## config.mk

```make
export PLATFORM = sky130hd
export DESIGN_NAME = add_round_key_seq_flat
export DESIGN_NICKNAME = d
export VERILOG_FILES = /design/src/rtl/add_round_key_seq_if.sv /design/src/rtl/add_round_key_seq.sv /design/src/flat_wrapper.sv
export SDC_FILE = /design/constraint.sdc
export NUM_CORES = 1
export LEC_CHECK = 0
export ABC_AREA = 1
export CAP_MARGIN = 5
export CORE_MARGIN = 2
export CORE_UTILIZATION = 40
export CTS_CLUSTER_SIZE = 8
export DETAILED_ROUTE_END_ITERATION = 6
export PLACE_DENSITY = 0.73
export SYNTH_ARGS = -nofsm -noshare
export SYNTH_HDL_FRONTEND = slang
export SYNTH_SLANG_ARGS = --single-unit
```

## constraint.sdc

```tcl
create_clock -name i_clk -period 14.8 [get_ports i_clk]
set_input_delay 1.48 -clock i_clk [delete_from_list [all_inputs] [get_ports i_clk]]
set_output_delay 1.48 -clock i_clk [all_outputs]
set_load 0.02 [all_outputs]
```

## src/rtl/add_round_key_seq_if.sv

```systemverilog
// Block handshake bundle for add_round_key_seq: input block, result block and status.
interface add_round_key_seq_if #(
  parameter int unsigned DATA_WIDTH = 32,
  parameter int unsigned NUM_WORDS  = 4
);
    logic                            i_valid;
    logic                            o_ready;
    logic [NUM_WORDS*DATA_WIDTH-1:0] i_state;
    logic [NUM_WORDS*DATA_WIDTH-1:0] i_key;
    logic                            i_bypass;
    logic                            o_valid;
    logic                            i_ready;
    logic [NUM_WORDS*DATA_WIDTH-1:0] dout;
    logic                            o_busy;

    modport master (
        output i_valid, i_state, i_key, i_bypass, i_ready,
        input  o_ready, o_valid, dout, o_busy
    );

    modport slave (
        input  i_valid, i_state, i_key, i_bypass, i_ready,
        output o_ready, o_valid, dout, o_busy
    );
endinterface

```

## src/rtl/add_round_key_seq.sv

```systemverilog
// Sequential AddRoundKey: captures state/key, XORs LANES words per beat, holds result until consumed.
module add_round_key_seq #(
    parameter int unsigned DATA_WIDTH = 32,
    parameter int unsigned NUM_WORDS  = 4,
    parameter int unsigned LANES      = 1
) (
    input  logic              i_clk,
    input  logic              i_rst,
    add_round_key_seq_if.slave bus
);
    localparam int unsigned BEATS = NUM_WORDS / LANES;
    localparam int unsigned CW    = (BEATS > 1) ? $clog2(BEATS) : 1;
    localparam int unsigned BW    = NUM_WORDS * DATA_WIDTH;

    if (LANES < 1 || (NUM_WORDS % LANES) != 0) begin : g_bad_lanes
        $error("add_round_key_seq: LANES must be >= 1 and divide NUM_WORDS");
    end

    typedef enum logic [1:0] {IDLE, XOR, HOLD} state_t;

    state_t          state;
    logic [CW-1:0]   cnt;
    logic [BW-1:0]   work;
    logic [BW-1:0]   key;
    logic            bypass;
    logic [BW-1:0]   work_next;
    logic [BW-1:0]   dout_q;
    logic            valid_q;
    logic            busy_q;
    logic            ready_q;

    // Only the words belonging to the current beat are updated; the rest pass through.
    always_comb begin
        work_next = work;
        for (int unsigned w = 0; w < NUM_WORDS; w++) begin
            if (!bypass && CW'(w / LANES) == cnt) begin
                work_next[(NUM_WORDS-w)*DATA_WIDTH-1 -: DATA_WIDTH] =
                    work[(NUM_WORDS-w)*DATA_WIDTH-1 -: DATA_WIDTH] ^
                    key[(NUM_WORDS-w)*DATA_WIDTH-1 -: DATA_WIDTH];
            end
        end
    end

    always_ff @(posedge i_clk or posedge i_rst) begin
        if (i_rst) begin
            state   <= IDLE;
            cnt     <= '0;
            work    <= '0;
            key     <= '0;
            bypass  <= 1'b0;
            dout_q  <= '0;
            valid_q <= 1'b0;
            busy_q  <= 1'b0;
            ready_q <= 1'b1;
        end else begin
            case (state)
                IDLE: begin
                    if (bus.i_valid) begin
                        work    <= bus.i_state;
                        key     <= bus.i_key;
                        bypass  <= bus.i_bypass;
                        cnt     <= '0;
                        busy_q  <= 1'b1;
                        ready_q <= 1'b0;
                        state   <= XOR;
                    end
                end
                XOR: begin
                    work <= work_next;
                    if (cnt == CW'(BEATS - 1)) begin
                        dout_q  <= work_next;
                        valid_q <= 1'b1;
                        state   <= HOLD;
                    end else begin
                        cnt <= cnt + 1'b1;
                    end
                end
                HOLD: begin
                    if (bus.i_ready) begin
                        valid_q <= 1'b0;
                        busy_q  <= 1'b0;
                        ready_q <= 1'b1;
                        state   <= IDLE;
                    end
                end
                default: state <= IDLE;
            endcase
        end
    end

    assign bus.o_ready = ready_q & ~i_rst;
    assign bus.o_valid = valid_q;
    assign bus.o_busy  = busy_q;
    assign bus.dout    = dout_q;
endmodule

```

## src/flat_wrapper.sv

```systemverilog
// flat-port wrapper written by rule: the top's interface ports become plain ports
module add_round_key_seq_flat 
#(
    parameter int unsigned DATA_WIDTH = 32,
    parameter int unsigned NUM_WORDS  = 4,
    parameter int unsigned LANES      = 1
)
  (i_clk, i_rst, bus_i_valid, bus_i_state, bus_i_key, bus_i_bypass, bus_i_ready, bus_o_ready, bus_o_valid, bus_dout, bus_o_busy);
  add_round_key_seq_if #(.DATA_WIDTH(DATA_WIDTH), .NUM_WORDS(NUM_WORDS)) bus_i ();
  input  logic i_clk;
  input  logic i_rst;
  input wire logic [$bits(bus_i.i_valid)-1:0] bus_i_valid;
  input wire logic [$bits(bus_i.i_state)-1:0] bus_i_state;
  input wire logic [$bits(bus_i.i_key)-1:0] bus_i_key;
  input wire logic [$bits(bus_i.i_bypass)-1:0] bus_i_bypass;
  input wire logic [$bits(bus_i.i_ready)-1:0] bus_i_ready;
  output wire logic [$bits(bus_i.o_ready)-1:0] bus_o_ready;
  output wire logic [$bits(bus_i.o_valid)-1:0] bus_o_valid;
  output wire logic [$bits(bus_i.dout)-1:0] bus_dout;
  output wire logic [$bits(bus_i.o_busy)-1:0] bus_o_busy;
  assign bus_i.i_valid = bus_i_valid;
  assign bus_i.i_state = bus_i_state;
  assign bus_i.i_key = bus_i_key;
  assign bus_i.i_bypass = bus_i_bypass;
  assign bus_i.i_ready = bus_i_ready;
  assign bus_o_ready = bus_i.o_ready;
  assign bus_o_valid = bus_i.o_valid;
  assign bus_dout = bus_i.dout;
  assign bus_o_busy = bus_i.o_busy;
  add_round_key_seq #(.DATA_WIDTH(DATA_WIDTH), .NUM_WORDS(NUM_WORDS), .LANES(LANES)) u_core (.i_clk(i_clk), .i_rst(i_rst), .bus(bus_i));
endmodule
```

======== Word-level counts from Yosys, hierarchy flattened ========
Cells that the tools add are included.
operators by class
  multiplexer cells ....................... 21
  reductions and logical operators ........ 17
  bitwise gates (word level) .............. 6
  add/sub/neg operators ................... 1
  equality and inequality tests ........... 10
operator list
  operator             count
  $pmux 128 s2         1
  $mux 128             1
  $mux 32              4
  $xor 32x32->32       4
  $reduce_and 3->1     4
  $mux 2               5
  $ne 2x2->1 const B   3
  $pmux 1 s2           3
  $pmux 2 s3           1
  $reduce_and 2->1     3
  $reduce_bool 2->1    3
  $mux 1               5
  $eq 2x2->1 const A   2
  $eq 2x2->1 const B   2
  $logic_and 1x1->1    4
  $logic_not 2->1      2
  $pmux 2 s2           1
  $add 2x1->2 const B  1
  $eq 1x2->1 const A   1
  $eq 2x1->1 const B   1
  $ne 2x1->1 const B   1
  $and 1x1->1          1
  $logic_not 1->1      1
  $not 1->1            1
storage, ports and cells
  logic and storage cells ................. 64
  flip-flop bits (word level) ............. 392

======== Depth between registers and ports, before layout ========
Gate-level depths: netlist (run 1).
  word-level depth ........................ 4
  gate-level depth with buffers ........... 9

======== Worst setup path before layout (run 1) ========
No wires, ideal clock.
  path type ............................... input to output
  start ................................... input i_rst
  end ..................................... output bus_o_ready
  path buffers ............................ 0
  cell stages on the path ................. 1
  arrival time ............................ 1.773 ns
  setup slack ............................. 11.547 ns
  path through ............................ nor2_1
between the ends
  word-level cells in the longest chain between the ends .. 2
ends and longest elaborated chain
  what         RTL line                 text
  from (decl)  flat_wrapper.sv:11       input logic i_rst;
  $not 1->1    add_round_key_seq.sv:91  assign bus.o_ready = ready_q & ~i_rst;
  $and 1x1->1  add_round_key_seq.sv:91
  to (decl)    flat_wrapper.sv:17       output wire logic [$bits(bus_i.o_ready)-1:0] bus_o_ready;
Every way passes these cells.

======== Worst setup path in the final report (run 1) ========
  start ................................... input bus_i_valid
  end ..................................... register u_core.work[93]
between the ends
  word-level cells in the longest chain between the ends .. 2
ends and longest elaborated chain
  what                        RTL line                 text
  from (decl)                 flat_wrapper.sv:12       input wire logic [$bits(bus_i.i_valid)-1:0] bus_i_valid;
  $ne 2x2->1 (no line)        --
  $reduce_and 2->1 (no line)  --
  to (signal assigned)        add_round_key_seq.sv:59  work <= bus.i_state;
  to (signal assigned)        add_round_key_seq.sv:69  work <= work_next;
  to (decl)                   add_round_key_seq.sv:23  logic [BW-1:0] work;
Every way passes these cells.
A chain may end at the register's enable or synchronous reset.

==> load_flow_metrics.sql, run 1 <==
INSERT INTO impl_metrics (metric_group, metric, value, unit) VALUES
('synthesis', 'yosys.area.top_type_share', '49.3', '%'),
('floorplanning', 'std_cell_rows', '81', ''),
('timing', 'fin_crit_sh', '30.4', '%'),
('clock_network', 'clockBufferDepth', '3', ''),
('setup_path', 'ff2ff_path_depth', '8', ''),
('layout', 'area_of_the_multi_input_gates', '8190', 'sq um'),
('global_routing', 'global_route.overflow_total', '0', ''),
('power', 'clkPwrFrac', '19.3', '%'),
('timing', 'worstMarginPinSlew', '1.04', 'ns'),
('synthesis', 'syn_inst', '2773', ''),
('global_routing', 'grtUsageTotal', '23.0', '%'),
('power', 'p_int', '3.27', 'mW'),
('clock_network', 'cts_max_level', '2', ''),
('synthesis', 'yosys_register_bits', '392', ''),
('placement', 'place_congestion', '0.801', ''),
('setup_path', 'worst-r2r-setup-slack', '11.18', 'ns'),
('route', 'detail_route.wirelength', '59300', 'microns'),
('clock_network', 'cts_buffers', '55', ''),
('layout', 'num-fill-cells', '4662', ''),
('setup_path', 'worstReg2RegStart', 'u_core.state[0]', ''),
('floorplanning', 'coreArea', '49000', 'sq um'),
('clock_network', 'setup_fix_bufs_post_cts', '0', ''),
('worst_hold_path', 'hold_path.class', 'register to register', ''),
('synthesis', 'synth.avg_cell_area', '7.15', 'sq um'),
('timing', 'drv_slew', '0', ''),
('timing', 'unrepaired_setup_endpoints_after_global_routing', 'no', ''),
('timing', 'slew-limit-headroom', '30.9', '%'),
('synthesis', 'synth_warnings', '0', ''),
('run', 'max-cap-violations', '0', ''),
('power', 'power_switching', '2.59', 'mW'),
('floorplanning', 'initial_utilization', '40.5', '%'),
('route', 'route.detailed.vias_per_inst', '5.03', ''),
('timing', 'hold_viol', '0', ''),
('synthesis', 'ys_types', '20', ''),
('route', 'drt-initial-drc-count', '1504', ''),
('layout', 'layout.area.seq', '9810', 'sq um'),
('power', 'static-leakage-power', '13.4', 'nW'),
('synthesis', 'synth_area_leaders', 'dfrtp_1 49%, nand2_1 27%, nand3_1 6.5%, inv_1 5.0%, nand4_1 4.1%', ''),
('synthesis', 'synth_area', '19800', 'sq um'),
('clock_network', 'holdBufCountCts', '0', ''),
('setup_path', 'cp_max_fo', '70', ''),
('floorplanning', 'die_width', '227', 'microns'),
('clock_network', 'cts_sinks', '392', ''),
('clock_network', 'clk_pin_slew_worst_paths', '0.05', 'ns'),
('setup_path', 'path_class', 'input pin to register', ''),
('route', 'postRouteAntennaNets', '0', ''),
('route', 'number_of_remaining_drc_errors', '0', ''),
('setup_path', 'timing.critical_path.arrival', '5.01', 'ns'),
('worst_hold_path', 'whs_path_depth', '2', ''),
('power', 'comb_power_share', '46.6', '%'),
('power', 'worst_vdd_rail_ir_drop', '114', 'uV'),
('setup_path', 'timing.rr.end', 'u_core.work[93]', ''),
('route', 'detail_route.wl_per_cell', '15.8', 'microns'),
('worst_hold_path', 'worst_hold_path.endpoint', 'u_core.bus.dout[73]', ''),
('clock_network', 'cts_root_buffer', 'clkbuf_16', ''),
('synthesis', 'synth_nets', '3038', ''),
('layout', 'post_route_cells_drive_above_1_share', '2.98', '%'),
('timing', 'clock-skew-final', '0.0121', 'ns'),
('setup_path', 'worst_setup_path_start_kind', 'input pin', ''),
('floorplanning', 'die_h', '227', 'microns'),
('placement', 'place_hpwl', '35500', 'microns'),
('floorplanning', 'design.portCount', '392', ''),
('worst_hold_path', 'hold_path.startpoint', 'u_core.bus.dout[73]', ''),
('status', 'outcome', 'finished, final reports clean', ''),
('timing', 'setup_viol', '0', ''),
('global_routing', 'grt_first_pass_wirelength', '94100', 'microns'),
('timing', 'period_minus_slack', '4.50', 'ns'),
('global_routing', 'grt_pass1_vias', '18264', ''),
('route', 'via_count', '18864', ''),
('timing', 'setup_tns', '0', 'ns'),
('layout', 'final_nets', '3336', '');
[metal layers]
metal  GRT usage (%)  wire [microns]
met5               0              30
met4            7.30            1250
met3            4.32            4010
met2            38.0           27700
met1            30.6           26300
[worst max-delay path, stage by stage]
cell,delay (ns)
clkdlybuf4s50_1,0.44
nand3_4,0.55
inv_4,0.52
nor2_4,0.25
buf_4,0.71
buf_4,0.73
nand2_1,0.11
nand2_1,0.10
[metrics by stage]
stage	worst slack, ns	power (mW)	std cells	cell area (sq um)	utilization (%)
floorplan	2.42	3.84	2773	19800	-
global placement	9.76	4.68	3678	23900	48.9
detailed placement	9.66	4.74	3678	23900	48.9
CTS	10.29	5.90	3748	25400	51.9
global route	10.02	6.35	3749	25400	51.9
finish	10.30	5.86	3750	25400	51.9
[placed cells by master, fill, tap and decap left out, drive strengths merged]
cell type / instances
buf: 18
clkbuf: 69
clkdlybuf4s50: 391
clkinvlp: 1
dfrtp: 391
dfstp: 1
diode: 2
ha: 4
inv: 269
nand2: 1415
nand3: 258
nand4: 129
nor2: 4
o21ai: 134
[cells in the mapped netlist]
cell and n:
clkbuf_1 41, ha_1 4, buf_4 26, o21ai_1 2
inv_1 264, dfrtp_1 391, buf_2 94, clkinv_1 1
nand2_2 1, nor2_2 2, buf_6 1, buf_1 6
nand3_4 1, dfstp_2 1, nor2_1 2, inv_2 4
nand4_1 129, o21ai_0 132, nand3_1 257, nand2_1 1414
[state kept, by name (all words and copies together) (netlist names)]
register	cells
u_core.bus.dout	128
u_core.bus.o_busy	1
u_core.bus.o_valid	1
u_core.bypass	1
u_core.cnt	2
u_core.key	128
u_core.ready_q	1
u_core.state	2
u_core.work	128
[final cells by class]
class | instances | share of cell area [%]
inverters | 269 | 4.05
multi-input cells | 1944 | 32.2
repair buffers | 409 | 16.0
flip-flops and latches | 392 | 38.6
clock inverters | 1 | 0.0295
well taps | 664 | 3.27
diodes | 2 | 0.0197
clock buffers | 69 | 5.79
[logic make-up (layout without fill, tap and decap cells)]
kind of cell | count (synthesis) | after routing | synth area share (%)
buffers and inverters | 437 | 748 | 9.39
DFF | 392 | 392 | 49.5
other | 0 | 2 | 0
AOI/OAI and AO/OA | 134 | 134 | 3.38
adders and majority gates | 4 | 4 | 0.252
and+or+nand+nor | 1806 | 1806 | 37.5
[power groups by stage]
| stage | clock, mW | combinational (mW) | sequential [mW] |
|---|---|---|---|
| 2_1_floorplan | 0 | 1.74 | 2.10 |
| 3_3_place_gp | 0 | 2.69 | 1.99 |
| 3_5_place_dp | 0 | 2.75 | 1.99 |
| 4_1_cts | 1.15 | 2.75 | 1.99 |
| 5_1_grt | 1.19 | 3.10 | 2.06 |
| 6_report | 1.13 | 2.73 | 2.00 |
[worst max path at each step]
stage	startpoint	end	slack, ns	cells after the start
global placement	bus_i_valid	u_core.work[87]	9.76	8
global route	bus_i_valid	u_core.work[98]	10.02	8
detailed placement	bus_i_valid	u_core.work[103]	9.66	8
floorplan	i_rst	u_core.bus.dout[0]	2.42	1
CTS	bus_i_valid	u_core.work[103]	10.29	8
finish	bus_i_valid	u_core.work[93]	10.30	8
(Power assumes the default switching activity.)
==> run 2, diff against run 1 <==
--- a/config.mk
+++ b/config.mk
@@ -11,7 +11,7 @@
 export CORE_UTILIZATION = 40
 export CTS_CLUSTER_SIZE = 8
 export DETAILED_ROUTE_END_ITERATION = 6
-export PLACE_DENSITY = 0.73
+export PLACE_DENSITY = 0.76
 export SYNTH_ARGS = -nofsm -noshare
 export SYNTH_HDL_FRONTEND = slang
 export SYNTH_SLANG_ARGS = --single-unit
==> constraint.sdc (replaced) <==
create_clock -name i_clk -period 4.05 [get_ports i_clk]
set_input_delay 0.405 -clock i_clk [delete_from_list [all_inputs] [get_ports i_clk]]
set_output_delay 0.405 -clock i_clk [all_outputs]
set_load 0.02 [all_outputs]
==> run 2 against run 1 <==
Power increased to 3.7 times the previous value. Cell count rose by 0.32%. Hold slack got worse by 0.24 ns. Sequential share of layout area down 0.26 points. Via count rose by 1.4%. Register-to-register slack got worse by 9.5 ns. Worst setup slack got worse by 8.7 ns. First-iteration DRC count up 7.8%. Non-clock buffer count grew 10. Sequential cell count is the same. Largest cell class unchanged. Largest power group unchanged.
==> load_flow_metrics.sql, run 2 (synthesis results as in run 1) <==
INSERT INTO impl_metrics (metric_group, metric, value, unit) VALUES
('floorplanning', 'initial_utilization', '40.5', '%'),
('route', 'postRouteAntennaNets', '0', ''),
('layout', 'post_route_cells_drive_above_1_share', '3.33', '%'),
('route', 'route.detailed.vias_per_inst', '5.09', ''),
('clock_network', 'tritoncts_clock_tree', 'yes', ''),
('layout', 'layout.cells.most_common', 'nand2_1', ''),
('route', 'detail_route.wirelength', '59500', 'microns'),
('global_routing', 'global_route.overflow_total', '0', ''),
('timing', 'worstMarginPinSlew', '1.04', 'ns'),
('placement', 'place.port_buffers', '391', ''),
('timing', 'fin_worst_hold_slack', '0.234', 'ns'),
('timing', 'setup_viol', '0', ''),
('floorplanning', 'coreArea', '49000', 'sq um'),
('floorplanning', 'die_width', '227', 'microns'),
('clock_network', 'cts_max_level', '2', ''),
('placement', 'place_hpwl', '36600', 'microns'),
('placement', 'dpl_cell_area', '24100', 'sq um'),
('layout', 'num-fill-cells', '4559', ''),
('layout', 'layout_area_overhead', '29.0', '%'),
('route', 'drt_pre_antenna_iters', '6', ''),
('clock_network', 'cts_sinks', '392', ''),
('setup_path', 'worst_setup_path_start_kind', 'register', ''),
('clock_network', 'worst_skew_pair.late_latency', '0.58', 'ns'),
('clock_network', 'clockBufferDepth', '3', ''),
('clock_network', 'cts_repair_resize_count', '0', ''),
('timing', 'fin_crit_sh', '59.2', '%'),
('clock_network', 'setup_fix_bufs_post_cts', '0', ''),
('timing', 'setup_tns', '0', 'ns'),
('run', 'max-cap-violations', '0', ''),
('floorplanning', 'die_area', '51400', 'sq um'),
('route', 'drt-initial-drc-count', '1622', ''),
('layout', 'final_nets', '3346', ''),
('timing', 'period_minus_slack', '2.40', 'ns'),
('floorplanning', 'die_h', '227', 'microns'),
('timing', 'achievable-frequency', '0.417', 'GHz'),
('placement', 'place_congestion', '0.797', ''),
('timing', 'drv_slew', '0', ''),
('layout', 'area_of_the_multi_input_gates', '8190', 'sq um'),
('timing', 'hold_viol', '0', ''),
('global_routing', 'grt_first_pass_wirelength', '95100', 'microns'),
('global_routing', 'grtUsageTotal', '23.1', '%'),
('power', 'post-layout-total-power', '21.5', 'mW'),
('route', 'detail_route.wl_per_cell', '15.8', 'microns'),
('global_routing', 'grt_pass1_vias', '18511', ''),
('floorplanning', 'design.portCount', '392', ''),
('timing', 'clock-skew-final', '0.0261', 'ns'),
('layout', 'layout.area.seq', '9810', 'sq um'),
('setup_path', 'path_class', 'register to register', ''),
('power', 'p_per_cell_area', '841', 'nW/um^2'),
('timing', 'slew-limit-headroom', '30.4', '%'),
('timing', 'unrepaired_setup_endpoints_after_global_routing', 'no', ''),
('setup_path', 'endpoint_kind', 'register', ''),
('clock_network', 'clk_pin_slew_worst_paths', '0.05', 'ns'),
('route', 'via_count', '19135', ''),
('layout', 'final_cell_mix', '1414 x nand2_1, 391 x clkdlybuf4s50_1, 391 x dfrtp_1, 262 x inv_1, 257 x nand3_1', ''),
('global_routing', 'antenna_found_initial', '5', ''),
('setup_path', 'critical_path_required', '4.55', 'ns'),
('worst_hold_path', 'hold_path.class', 'input pin to async pin', ''),
('setup_path', 'timing.critical_path.arrival', '2.90', 'ns'),
('status', 'outcome', 'finished, final reports clean', ''),
('power', 'static-leakage-power', '13.5', 'nW'),
('floorplanning', 'std_cell_rows', '81', ''),
('global_routing', 'maximum_number_of_pins_on_one_net_before_global_route_repair', '156', ''),
('layout', 'finalInstanceArea', '25600', 'sq um'),
('clock_network', 'cts_root_buffer', 'clkbuf_16', ''),
('power', 'worst_vdd_rail_ir_drop', '448', 'uV'),
('clock_network', 'cts_buffers', '55', ''),
('setup_path', 'cp_max_fo', '98', ''),
('clock_network', 'holdBufCountCts', '0', ''),
('route', 'number_of_remaining_drc_errors', '0', '');
==> run 2: per-stage QoR <==
step	instances	utilization [%]	setup slack [ns]
floorplan	2773	-	-1.63
global placement	3688	49.2	1.59
detailed placement	3688	49.2	1.56
CTS	3758	52.3	1.62
global route	3760	52.3	1.43
finish	3762	52.3	1.65
==> run 2: path summary, 6_finish.rpt <==
| check | startpoint | slack (ns) | cells past startpoint | to |
|---|---|---|---|---|
| min | i_rst | 0.23 | 2 | u_core.work[85] |
| max in group asynchronous | i_rst | 2.75 | 4 | u_core.key[21] |
| min in group i_clk | bus_i_key[80] | 0.35 | 3 | u_core.key[80] |
| max reg2reg | u_core.state[1] | 1.65 | 7 | u_core.work[44] |
| min reg2reg | u_core.bus.dout[61] | 0.47 | 2 | u_core.bus.dout[61] |
| max | u_core.state[1] | 1.65 | 7 | u_core.work[44] |
==> run 2: report_power, final <==
group	internal [mW]	switching (mW)
combinational	3.67	6.40
clock	2.50	1.64
sequential	5.89	1.42
==> run 2: metal layers <==
| layer | GRT usage (%) | wire length [microns] | up-vias |
|---|---|---|---|
| li1 | - | - | 9247 |
| met1 | 31.3 | 26300 | 9150 |
| met2 | 37.4 | 27700 | 635 |
| met3 | 4.73 | 4030 | 99 |
| met4 | 7.09 | 1360 | 4 |
| met5 | 0 | 30 | - |
==> run 2: critical path, stage by stage (launching register included) <==
cell	delay, ns
dfrtp_1	0.36
inv_2	0.08
nand2_4	0.53
inv_4	0.40
nor2_4	0.23
buf_12	0.43
nand2_1	0.12
nand2_1	0.09
==> run 2: layout make-up <==
class / count / share of cell area (%)
Timing Repair Buffer: 419 / 16.6
Tap cell: 664 / 3.25
Antenna cell: 4 / 0.0391
Sequential cell: 392 / 38.3
Clock buffer: 68 / 5.65
Multi-Input combinational cell: 1944 / 32.0
Inverter: 269 / 4.02
Clock inverter: 2 / 0.152
==> run 3, diff against run 2 <==
==> constraint.sdc (replaced) <==
create_clock -name i_clk -period 2.2 [get_ports i_clk]
set_input_delay 0.22 -clock i_clk [delete_from_list [all_inputs] [get_ports i_clk]]
set_output_delay 0.22 -clock i_clk [all_outputs]
set_load 0.02 [all_outputs]
==> run 3 against run 2 <==
Register-to-register slack got worse by 1.3 ns. Sequential cell count unchanged. Worst setup slack worse by 1.4 ns. Non-clock buffer count grew 16. Critical path depth is 6 lower. Via count down 0.38%. Sequential share of layout area shrank 0.42 points. Combinational power grew 89%. Highest routed layer unchanged.
==> load_flow_metrics.sql, run 3 (synthesis results as in run 1) <==
INSERT INTO impl_metrics (metric_group, metric, value, unit) VALUES
('status', 'outcome', 'finished, final reports clean', ''),
('floorplanning', 'initial_utilization', '40.5', '%'),
('power', 'power_switching', '17.5', 'mW'),
('power', 'static-leakage-power', '13.7', 'nW'),
('power', 'clkPwrFrac', '19.1', '%'),
('clock_network', 'cts_buffers', '55', ''),
('global_routing', 'global_route.overflow_total', '0', ''),
('power', 'net_switching_share_of_the_total_power', '43.6', '%'),
('power', 'comb_power_share', '47.5', '%'),
('floorplanning', 'die_h', '227', 'microns'),
('clock_network', 'holdBufCountCts', '0', ''),
('placement', 'place.port_buffers', '391', ''),
('timing', 'clock-skew-final', '0.0253', 'ns'),
('layout', 'layout_area_overhead', '30.4', '%'),
('timing', 'fin_worst_hold_slack', '0.0566', 'ns'),
('timing', 'hold_viol', '0', ''),
('setup_path', 'cp_max_fo', '2', ''),
('floorplanning', 'design.portCount', '392', ''),
('placement', 'dpl_cell_area', '24400', 'sq um'),
('timing', 'period_minus_slack', '1.91', 'ns'),
('power', 'power.sequential.fraction', '33.4', '%'),
('global_routing', 'grt_pass1_vias', '18363', ''),
('layout', 'layout.cells.most_common', 'nand2_1', ''),
('layout', 'finalInstanceArea', '25900', 'sq um'),
('timing', 'drv_slew', '0', ''),
('setup_path', 'cp_slowest_stage_delay', '0.72', 'ns'),
('global_routing', 'grtUsageTotal', '23.2', '%'),
('timing', 'fin_crit_sh', '86.9', '%'),
('setup_path', 'endpoint_kind', 'output port', ''),
('setup_path', 'timing.critical_path.arrival', '1.69', 'ns'),
('timing', 'unrepaired_setup_endpoints_after_global_routing', 'no', ''),
('clock_network', 'clockBufferDepth', '3', ''),
('global_routing', 'antenna_found_initial', '4', ''),
('floorplanning', 'coreArea', '49000', 'sq um'),
('placement', 'place_hpwl', '36800', 'microns'),
('timing', 'achievable-frequency', '0.523', 'GHz'),
('timing', 'worstMarginPinSlew', '0.832', 'ns'),
('route', 'via_count', '19062', ''),
('clock_network', 'cts_repair_resize_count', '0', ''),
('timing', 'setup_tns', '0', 'ns'),
('floorplanning', 'die_width', '227', 'microns'),
('clock_network', 'tritoncts_clock_tree', 'yes', ''),
('route', 'detail_route.wl_per_cell', '15.7', 'microns'),
('setup_path', 'cp_cell_sequence', 'clkdlybuf4s50_1', ''),
('setup_path', 'worst_setup_path_start_kind', 'register', ''),
('route', 'postRouteAntennaNets', '0', ''),
('clock_network', 'cts_max_level', '2', ''),
('clock_network', 'setup_fix_bufs_post_cts', '0', ''),
('power', 'p_int', '22.6', 'mW'),
('clock_network', 'clk_pin_slew_worst_paths', '0.05', 'ns'),
('setup_path', 'critical_path_required', '1.98', 'ns'),
('layout', 'final_cell_mix', '1414 x nand2_1, 391 x dfrtp_1, 390 x clkdlybuf4s50_1, 262 x inv_1, 257 x nand3_1', ''),
('setup_path', 'path_delay_family', 'buffers and inverters', ''),
('route', 'detail_route.wirelength', '59300', 'microns'),
('layout', 'final_nets', '3362', ''),
('run', 'max-cap-violations', '0', ''),
('setup_path', 'cp_num_buf_inv', '1', ''),
('setup_path', 'cpMaxStageDelayCell', 'clkdlybuf4s50_1', ''),
('power', 'post-layout-total-power', '40.1', 'mW'),
('clock_network', 'worst_skew_pair.late_latency', '0.59', 'ns'),
('setup_path', 'path_class', 'register to output port', ''),
('timing', 'slew-limit-headroom', '44.5', '%'),
('placement', 'place_congestion', '0.798', ''),
('route', 'route.detailed.vias_per_inst', '5.06', ''),
('worst_hold_path', 'hold_path.class', 'input pin to async pin', ''),
('clock_network', 'cts_sinks', '392', ''),
('clock_network', 'cts_root_buffer', 'clkbuf_16', ''),
('timing', 'setup_viol', '0', ''),
('route', 'drt_pre_antenna_iters', '5', ''),
('floorplanning', 'std_cell_rows', '81', ''),
('global_routing', 'grt_first_pass_wirelength', '95000', 'microns'),
('layout', 'post_route_cells_drive_above_1_share', '3.84', '%'),
('route', 'number_of_remaining_drc_errors', '0', ''),
('floorplanning', 'die_area', '51400', 'sq um'),
('global_routing', 'maximum_number_of_pins_on_one_net_before_global_route_repair', '111', ''),
('power', 'p_per_cell_area', '1550', 'nW/um^2'),
('power', 'worst_vdd_rail_ir_drop', '745', 'uV'),
('route', 'drt-initial-drc-count', '1471', '');
[run 3: cell count changes in the layout (fill, tap and decap cells not counted), sizes merged]
| cell | before | now |
|---|---|---|
| buf | 28 | 44 |
| clkbuf | 68 | 60 |
| clkdlybuf4s50 | 391 | 390 |
| diode | 4 | 5 |
| dlymetal6s2s | 0 | 1 |
| inv | 269 | 268 |
[run 3: power groups by stage]
stage	clock network (mW)	registers, mW	logic, mW
floorplan	0	14.1	11.7
global placement	0	13.3	18.7
detailed placement	0	13.4	19.1
CTS	7.84	13.3	19.2
global route	8.13	13.8	21.5
finish	7.68	13.4	19.1
[run 3: worst paths after layout]
kind | from | endpoint | slack [ns] | depth (start not counted)
min in group i_clk | bus_i_key[26] | u_core.key[26] | 0.17 | 3
worst min register to register | u_core.bus.dout[56] | u_core.bus.dout[56] | 0.47 | 2
worst min-delay path | i_rst | u_core.bus.dout[99] | 0.06 | 3
worst max register to register | u_core.cnt[0] | u_core.state[1] | 0.31 | 6
worst max-delay path | u_core.bus.dout[2] | bus_dout[2] | 0.29 | 1
max in group asynchronous | i_rst | u_core.work[0] | 1.42 | 4
[run 3: metal layers]
| metal | vias to the layer above | GRT usage, % | part of all wire, % |
|---|---|---|---|
| li1 | 9268 | - | - |
| met1 | 8978 | 31.4 | 44 |
| met2 | 708 | 37.6 | 47 |
| met3 | 106 | 3.91 | 7.1 |
| met4 | 2 | 7.66 | 2.4 |
| met5 | - | 0 | 0.019 |
[run 3: per-stage QoR]
stage / utilization [%] / setup slack (ns) / instances
global route: 52.8 / 0.151 / 3767
detailed placement: 49.8 / 0.355 / 3704
floorplan: - / -3.29 / 2773
CTS: 52.8 / 0.0385 / 3765
global placement: 49.8 / 0.406 / 3704
finish: 52.9 / 0.288 / 3770
[run 3: area by class of cell]
| type | instances | area (sq um) |
|---|---|---|
| timing repair buffer | 435 | 4520 |
| clock inverter | 1 | 30.0 |
| antenna | 5 | 12.5 |
| fill | 4566 | 23100 |
| inverter | 269 | 1030 |
| sequential | 392 | 9810 |
| tap | 664 | 831 |
| multi-input combinational | 1944 | 8190 |
| clock buffer | 60 | 1450 |
